**src/rtl/gemm_stream_harness.sv**
```systemverilog
// gemm_stream_harness: streams stored A/B matrix sets into a systolic GEMM
// array, reads the results back and scores them against stored expected C.
//
// state | meaning
// IDLE  | waiting for i_start after reset
// FEED  | streaming N*(N+1) A/B beats for matrix set m
// GAP   | quiet cycles letting the array finish accumulating
// DRAIN | requesting results and comparing each valid beat against C[m]
// DONE  | run finished; status held until the next i_start
module gemm_stream_harness #(
  parameter int C_DATA_WIDTH = 32,
  parameter int C_DIM        = 4,
  parameter int C_NUM_MAT    = 1,
  parameter int C_GAP        = C_DIM * C_DIM,
  parameter int C_TIMEOUT    = 1024,
  localparam int C_DEPTH     = C_NUM_MAT * C_DIM * C_DIM,
  localparam int C_AW        = $clog2(C_DEPTH)
) (
  input  logic                    clock,
  input  logic                    i_reset,
  input  logic                    i_ld_valid,
  input  logic [1:0]              i_ld_sel,
  input  logic [C_AW-1:0]         i_ld_addr,
  input  logic [C_DATA_WIDTH-1:0] i_ld_data,
  input  logic                    i_start,
  output logic [C_DATA_WIDTH-1:0] o_Ain_data,
  output logic [C_DATA_WIDTH-1:0] o_Bin_data,
  output logic                    o_in_valid,
  output logic                    o_rd_output,
  input  logic [C_DATA_WIDTH-1:0] i_Cout_data,
  input  logic                    i_Cout_valid,
  output logic                    o_busy,
  output logic                    o_done,
  output logic                    o_pass,
  output logic                    o_timeout,
  output logic [15:0]             o_err_count,
  output logic [C_AW:0]           o_err_index
);

  localparam int C_NN       = C_DIM * C_DIM;
  localparam int C_FEED_LEN = C_DIM * (C_DIM + 1);
  localparam int C_BW       = $clog2(C_FEED_LEN);
  localparam int C_KW       = $clog2(C_NN);
  localparam int C_MW       = (C_NUM_MAT > 1) ? $clog2(C_NUM_MAT) : 1;
  localparam int C_GW       = $clog2(C_GAP + 2);
  localparam int C_TW       = $clog2(C_TIMEOUT + 1);
  localparam int C_EW       = C_AW + 1;

  localparam logic [C_BW-1:0] C_BEAT_LAST = C_BW'(C_FEED_LEN - 1);
  localparam logic [C_BW-1:0] C_DIM_B     = C_BW'(C_DIM);
  localparam logic [C_BW-1:0] C_NN_B      = C_BW'(C_NN);
  localparam logic [C_KW-1:0] C_K_LAST    = C_KW'(C_NN - 1);
  localparam logic [C_MW-1:0] C_M_LAST    = C_MW'(C_NUM_MAT - 1);
  localparam logic [C_GW-1:0] C_GAP_LOAD  = C_GW'((C_GAP > 0) ? C_GAP - 1 : 0);
  localparam logic [C_TW-1:0] C_TMO_LOAD  = C_TW'(C_TIMEOUT);
  localparam logic [C_TW-1:0] C_TMO_ONE   = C_TW'(1);

  typedef enum logic [2:0] {
    S_IDLE  = 3'd0,
    S_FEED  = 3'd1,
    S_GAP   = 3'd2,
    S_DRAIN = 3'd3,
    S_DONE  = 3'd4
  } t_state;

  t_state                  r_state;
  t_state                  w_state_nxt;
  logic [C_BW-1:0]         r_beat, w_beat_nxt;
  logic [C_GW-1:0]         r_gap, w_gap_nxt;
  logic [C_KW-1:0]         r_k, w_k_nxt;
  logic [C_TW-1:0]         r_tmo, w_tmo_nxt;
  logic [C_MW-1:0]         r_m, w_m_nxt;
  logic                    r_timeout, w_timeout_nxt;
  logic [15:0]             r_err_count, w_err_count_nxt, w_cnt_base;
  logic [C_EW-1:0]         r_err_index, w_err_index_nxt, w_idx_base;
  logic                    w_mismatch;
  logic [C_EW-1:0]         w_mis_idx;

  logic [C_DATA_WIDTH-1:0] r_mem_a [C_DEPTH];
  logic [C_DATA_WIDTH-1:0] r_mem_b [C_DEPTH];
  logic [C_DATA_WIDTH-1:0] r_mem_c [C_DEPTH];

  logic                    w_ld_en;
  logic [C_AW-1:0]         w_a_addr, w_b_addr, w_c_addr;
  logic [C_DATA_WIDTH-1:0] w_a_rd, w_b_rd, w_a_nxt, w_b_nxt;

  logic [C_DATA_WIDTH-1:0] r_ain, r_bin;
  logic                    r_in_valid, r_rd_output, r_busy, r_done, r_pass;

  // flat row-major, matrix-major address of element 'off' within set m
  function automatic logic [C_AW-1:0] f_addr(input logic [C_MW-1:0] m, input int off);
    f_addr = C_AW'(int'(m) * C_NN + off);
  endfunction

  assign w_ld_en  = i_ld_valid && !r_busy;
  assign w_c_addr = f_addr(r_m, int'(r_k));

  // pattern memories: plain register file, never cleared by reset
  always_ff @(posedge clock) begin
    if (w_ld_en) begin
      case (i_ld_sel)
        2'd0:    r_mem_a[i_ld_addr] <= i_ld_data;
        2'd1:    r_mem_b[i_ld_addr] <= i_ld_data;
        2'd2:    r_mem_c[i_ld_addr] <= i_ld_data;
        default: ;
      endcase
    end
  end

  // state register
  always_ff @(posedge clock or posedge i_reset) begin
    if (i_reset) r_state <= S_IDLE;
    else         r_state <= w_state_nxt;
  end

  // next-state, counter and scoring decisions
  always_comb begin
    w_state_nxt   = r_state;
    w_beat_nxt    = r_beat;
    w_gap_nxt     = r_gap;
    w_k_nxt       = r_k;
    w_tmo_nxt     = r_tmo;
    w_m_nxt       = r_m;
    w_timeout_nxt = r_timeout;
    w_cnt_base    = r_err_count;
    w_idx_base    = r_err_index;
    w_mismatch    = 1'b0;
    w_mis_idx     = '0;

    case (r_state)
      S_IDLE, S_DONE: begin
        if (i_start) begin
          w_state_nxt   = S_FEED;
          w_beat_nxt    = '0;
          w_m_nxt       = '0;
          w_k_nxt       = '0;
          w_cnt_base    = '0;
          w_idx_base    = '0;
          w_timeout_nxt = 1'b0;
        end
      end
      S_FEED: begin
        if (r_beat == C_BEAT_LAST) begin
          if (C_GAP == 0) begin
            w_state_nxt = S_DRAIN;
            w_k_nxt     = '0;
            w_tmo_nxt   = C_TMO_LOAD;
          end else begin
            w_state_nxt = S_GAP;
            w_gap_nxt   = C_GAP_LOAD;
          end
        end else begin
          w_beat_nxt = r_beat + 1'b1;
        end
      end
      S_GAP: begin
        if (r_gap == '0) begin
          w_state_nxt = S_DRAIN;
          w_k_nxt     = '0;
          w_tmo_nxt   = C_TMO_LOAD;
        end else begin
          w_gap_nxt = r_gap - 1'b1;
        end
      end
      S_DRAIN: begin
        if (i_Cout_valid) begin
          w_mismatch = (i_Cout_data != r_mem_c[w_c_addr]);
          w_mis_idx  = C_EW'(int'(r_m) * C_NN + int'(r_k));
          w_tmo_nxt  = C_TMO_LOAD;
          if (r_k == C_K_LAST) begin
            w_k_nxt = '0;
            if (r_m != C_M_LAST) begin
              w_m_nxt     = r_m + 1'b1;
              w_state_nxt = S_FEED;
              w_beat_nxt  = '0;
            end else begin
              w_state_nxt = S_DONE;
            end
          end else begin
            w_k_nxt = r_k + 1'b1;
          end
        end else if (r_tmo <= C_TMO_ONE) begin
          w_timeout_nxt = 1'b1;
          w_state_nxt   = S_DONE;
        end else begin
          w_tmo_nxt = r_tmo - 1'b1;
        end
      end
      default: w_state_nxt = S_IDLE;
    endcase

    // a result beat the harness did not ask for is always an error
    if (i_Cout_valid && (r_state != S_DRAIN)) begin
      w_mismatch = 1'b1;
      w_mis_idx  = '1;
    end

    w_err_count_nxt = w_cnt_base;
    w_err_index_nxt = w_idx_base;
    if (w_mismatch) begin
      if (w_cnt_base == '0)      w_err_index_nxt = w_mis_idx;
      if (w_cnt_base != 16'hFFFF) w_err_count_nxt = w_cnt_base + 16'd1;
    end
  end

  // stream data for the beat about to be presented; a load in the start
  // cycle is forwarded so the very first beat already sees the new value
  always_comb begin
    w_a_addr = f_addr(w_m_nxt, int'(w_beat_nxt) - C_DIM);
    w_b_addr = f_addr(w_m_nxt, int'(w_beat_nxt));
    w_a_rd   = (w_ld_en && (i_ld_sel == 2'd0) && (i_ld_addr == w_a_addr)) ?
               i_ld_data : r_mem_a[w_a_addr];
    w_b_rd   = (w_ld_en && (i_ld_sel == 2'd1) && (i_ld_addr == w_b_addr)) ?
               i_ld_data : r_mem_b[w_b_addr];
    w_a_nxt  = '0;
    w_b_nxt  = '0;
    if (w_state_nxt == S_FEED) begin
      if (w_beat_nxt >= C_DIM_B) w_a_nxt = w_a_rd;
      if (w_beat_nxt <  C_NN_B)  w_b_nxt = w_b_rd;
    end
  end

  // counters and registered outputs, all derived from next-state values
  always_ff @(posedge clock or posedge i_reset) begin
    if (i_reset) begin
      r_beat      <= '0;
      r_gap       <= '0;
      r_k         <= '0;
      r_tmo       <= '0;
      r_m         <= '0;
      r_timeout   <= 1'b0;
      r_err_count <= '0;
      r_err_index <= '0;
      r_ain       <= '0;
      r_bin       <= '0;
      r_in_valid  <= 1'b0;
      r_rd_output <= 1'b0;
      r_busy      <= 1'b0;
      r_done      <= 1'b0;
      r_pass      <= 1'b0;
    end else begin
      r_beat      <= w_beat_nxt;
      r_gap       <= w_gap_nxt;
      r_k         <= w_k_nxt;
      r_tmo       <= w_tmo_nxt;
      r_m         <= w_m_nxt;
      r_timeout   <= w_timeout_nxt;
      r_err_count <= w_err_count_nxt;
      r_err_index <= w_err_index_nxt;
      r_ain       <= w_a_nxt;
      r_bin       <= w_b_nxt;
      r_in_valid  <= (w_state_nxt == S_FEED);
      r_rd_output <= (w_state_nxt == S_DRAIN);
      r_busy      <= (w_state_nxt == S_FEED) || (w_state_nxt == S_GAP) ||
                     (w_state_nxt == S_DRAIN);
      r_done      <= (w_state_nxt == S_DONE);
      r_pass      <= (w_state_nxt == S_DONE) && (w_err_count_nxt == '0) &&
                     !w_timeout_nxt;
    end
  end

  assign o_Ain_data  = r_ain;
  assign o_Bin_data  = r_bin;
  assign o_in_valid  = r_in_valid;
  assign o_rd_output = r_rd_output;
  assign o_busy      = r_busy;
  assign o_done      = r_done;
  assign o_pass      = r_pass;
  assign o_timeout   = r_timeout;
  assign o_err_count = r_err_count;
  assign o_err_index = r_err_index;

endmodule

```
**config.mk**
```make
export PLATFORM = sky130hd
export DESIGN_NAME = gemm_stream_harness
export DESIGN_NICKNAME = d
export VERILOG_FILES = /design/src/rtl/gemm_stream_harness.sv
export SDC_FILE = /design/constraint.sdc
export NUM_CORES = 2
export LEC_CHECK = 0
export BUFFER_PORTS_ARGS = -buffer_cell sky130_fd_sc_hd__buf_4
export CAP_MARGIN = 20
export CORE_ASPECT_RATIO = 1.1
export CORE_MARGIN = 10
export CORE_UTILIZATION = 24
export DETAILED_ROUTE_END_ITERATION = 16
export PLACE_DENSITY_LB_ADDON = 0.25
export SLEW_MARGIN = 20
export SYNTH_ARGS = -nofsm -noshare
export SYNTH_HDL_FRONTEND = slang
export SYNTH_SLANG_ARGS = --single-unit
```
**constraint.sdc**
```tcl
create_clock -name clock -period 8 [get_ports clock]
set_input_delay 2.4 -clock clock [delete_from_list [all_inputs] [get_ports clock]]
set_output_delay 2.4 -clock clock [all_outputs]
set_load 0.01 [all_outputs]
```
==> reports/qor.yml <==
synth-edff-count: 1536
yosysMostFrequentCell: "edfxtp_1"
drc: 0
io_pins: 166
synth_warnings: 0
setup_tns_ns: 0
leakagePower_nw: 25.5
rows: 201
core_um2: 273000
clockBufferDepth: 3
maxSlewViolCount: 0
swShare: 0.380
grt_usage: 0.134
worstPathMaxFanout: 129
whs_path_depth: 2
clk_pin_slew_ns: 0.06
grt_pass1_vias: 38841
finalSetupViolations: 0
hold_viol_final: 0
cts_buffers: 178
synth_top_cell_area_share: 0.699
cts_sinks: 1655
wirelength_mm: 207
synth-async-reset-ratio: 0.0719
fin_crit_ns: 5.68
drt_iter0_drc: 4138
pwr_density_cell_nw_per_um2: 366
ys_ff_latch: 1655
avgViaCountPerCell: 4.60
via_count: 39408
cts_tree: "yes"
die_area_um2: 297000
multiInputGateArea_um2: 16000
ys_seq_area_frac: 0.744
outcome: "finished clean"
finalCritPeriodShare: 0.710
firstDrtPassIters: 6
die-width_um: 520
tightest_slew_ns: 1.14
grt_overflow: 0
yosys-top-cells-count: "edfxtp_1, nand2_1, nand3_1"
synthesis.nets: 4683
power_switching_mw: 10.8
critPathCaptureType: "flip-flop"
nNetsFinal: 4826
postCtsSetupRepairBufs: 0
rsz0062_at_grt: "false"
fin_skew_ns: 0.0495
place_area_um2: 71900
design_area_um2: 77800
hold_path_class: "reg2reg"
clock_latency_ns: 0.85
syn_avg_cell_area_um2: 14.4
fmax_ghz: 0.176
slew_headroom: 0.240
cts_root_buf: "clkbuf_16"
drive_gt1_frac: 0.147
path_depth: 12
max_stage_delay_ns: 0.82
worst_path_max_delay_cell: "buf_4"
cp-start-kind: "input port"
synthToLayoutAreaGrowth_pct: 17.9
critical_path_buf_inv_count: 3
critPathTopFamily: "buffers and inverters"
start_util: 0.242
path_class: "in2reg"
pwr-share-comb: 0.360
die_h_um: 570
syn_inst: 4600
required_ns: 8.73
internal_power_mw: 17.6
postCtsHoldBufs: 0
netlist_area_um2: 66000
synth_top_flop_cell: "edfxtp_1"
arrival_ns: 6.41
cts_resized: 0
path_cells: "buf_4 -> or3b_1 -> nand2_1 -> mux2_8 -> inv_8 -> buf_4 -> nand2_1 -> and3_1 -> a311oi_1 -> a311oi_1 -> a311o_1 -> a21oi_1"
htreeDepth: 4
synth_area_leaders: "edfxtp_1, nand2_1, dfrtp_1"
ant_nets: 0
worstRegToRegCells: 13
seqCellArea_um2: 49100
pwr-share-seq: 0.352
hpwl_mm: 110
synthDistinctLibCells: 76
grt_max_degree: 166
grt_pass1_wl_mm: 293
antenna_found_initial: 22
cap_violations: 0
p_clk_frac: 0.288
synth_area_leader_cell: "edfxtp_1"
num-fill-cells: 27642
routedWlPerCell_um: 24.2
gp_congestion: 0.746
irDropWorstVdd_uv: 615
port_buffers: 165
[layout by cell type (no fill, tap or decap), types with 9 or more instances in the layout]
cell	count
o22ai_1	10
mux2_2	18
nor2_1	42
a311o_1	65
nor2_4	48
xnor2_1	51
xor2_1	33
bufinv_16	12
buf_4	247
clkinv_1	30
nor2b_1	15
dfrtp_1	115
nand3_1	540
edfxtp_1	1536
mux4_2	93
o21ai_0	21
clkbuf_1	42
a221oi_1	15
nand2b_1	10
and3_1	66
inv_1	16
buf_12	12
a21oi_1	80
nand4_1	12
a311oi_1	128
nor3_1	14
clkbuf_16	179
clkinv_2	42
clkinv_16	9
mux2i_1	92
nand2_1	1154
[layout make-up]
class                   instances  area share
clock buffers                 228      0.0608
repair buffers                262      0.0280
diodes                          7    0.000225
inverters                      20     0.00124
multi-input cells            2626       0.206
clock inverters               107      0.0143
well taps                    3654      0.0587
flip-flops and latches       1655       0.631
[sequential cells by signal (all words and copies together), names as in the netlist, 4 cells and up]
| name | flops |
|---|---|
| o_Ain_data | 32 |
| o_Bin_data | 32 |
| o_err_count | 16 |
| o_err_index | 5 |
| r_beat | 5 |
| r_gap | 5 |
| r_k | 4 |
| r_mem_a | 512 |
| r_mem_b | 512 |
| r_mem_c | 512 |
| r_tmo | 11 |
[tightest hold or removal path: stages (launching register included)]
cell and delay, ns:
dfrtp_1 0.35, nand3_1 0.07, o21ai_0 0.07
[cells by family (layout without fill, tap and decap cells)]
group | count (synthesis) | in the layout | synth area share
AO/OA/AOI/OAI | 376 | 376 | 0.0450
XOR/XNOR | 84 | 84 | 0.0111
AND/OR/NAND/NOR | 1950 | 1950 | 0.129
flip-flops | 1655 | 1655 | 0.744
adder cells (fa/ha/maj) | 8 | 8 | 0.00152
other | 0 | 7 | 0
multiplexers | 208 | 208 | 0.0496
buffers and inverters | 319 | 617 | 0.0204
[power by group through the flow]
stage / combinational, mW / sequential [mW] / clock [mW]
after global placement: 10.3 / 10.2 / 0
after CTS: 10.4 / 10.0 / 8.39
after floorplan: 6.89 / 10.0 / 0
after global routing: 11.3 / 10.0 / 8.74
final: 10.2 / 10.0 / 8.21
after detailed placement: 10.3 / 10.2 / 0
[through the flow]
step	util	power, mW	hold WS, ns	setup WS [ns]	cells
floorplan	-	16.9	0.476	2.38	4600
detailed placement	0.263	20.5	0.503	1.69	8215
finish	0.285	28.5	0.517	2.32	8559
global route	0.285	30.1	0.533	2.16	8556
global placement	0.263	20.5	0.487	1.75	8213
CTS	0.285	28.8	0.511	2.56	8550
[worst paths after layout]
path,start,endpoint,slack [ns]
worst max-delay path,i_start,o_Bin_data[17]$_DFF_PP0_,2.32
worst min-delay path,o_err_index[2]$_DFF_PP0_,o_err_index[2]$_DFF_PP0_,0.52
worst max register to register,r_k[0]$_DFFE_PP0P_,o_pass$_DFF_PP0_,3.00
worst min register to register,o_err_index[2]$_DFF_PP0_,o_err_index[2]$_DFF_PP0_,0.52
max in group asynchronous,i_reset,r_k[2]$_DFFE_PP0P_,5.08
min in group asynchronous,i_reset,o_Bin_data[21]$_DFF_PP0_,1.60
[metal layers]
metal  vias up  wire length (um)  track usage
met3       226             11500       0.0232
met2      1109            100000        0.222
met5         -                48            0
met4         8              4050       0.0347
met1     20515             91400        0.181
li1      17550                 -            -
(Power assumes the default switching activity.)
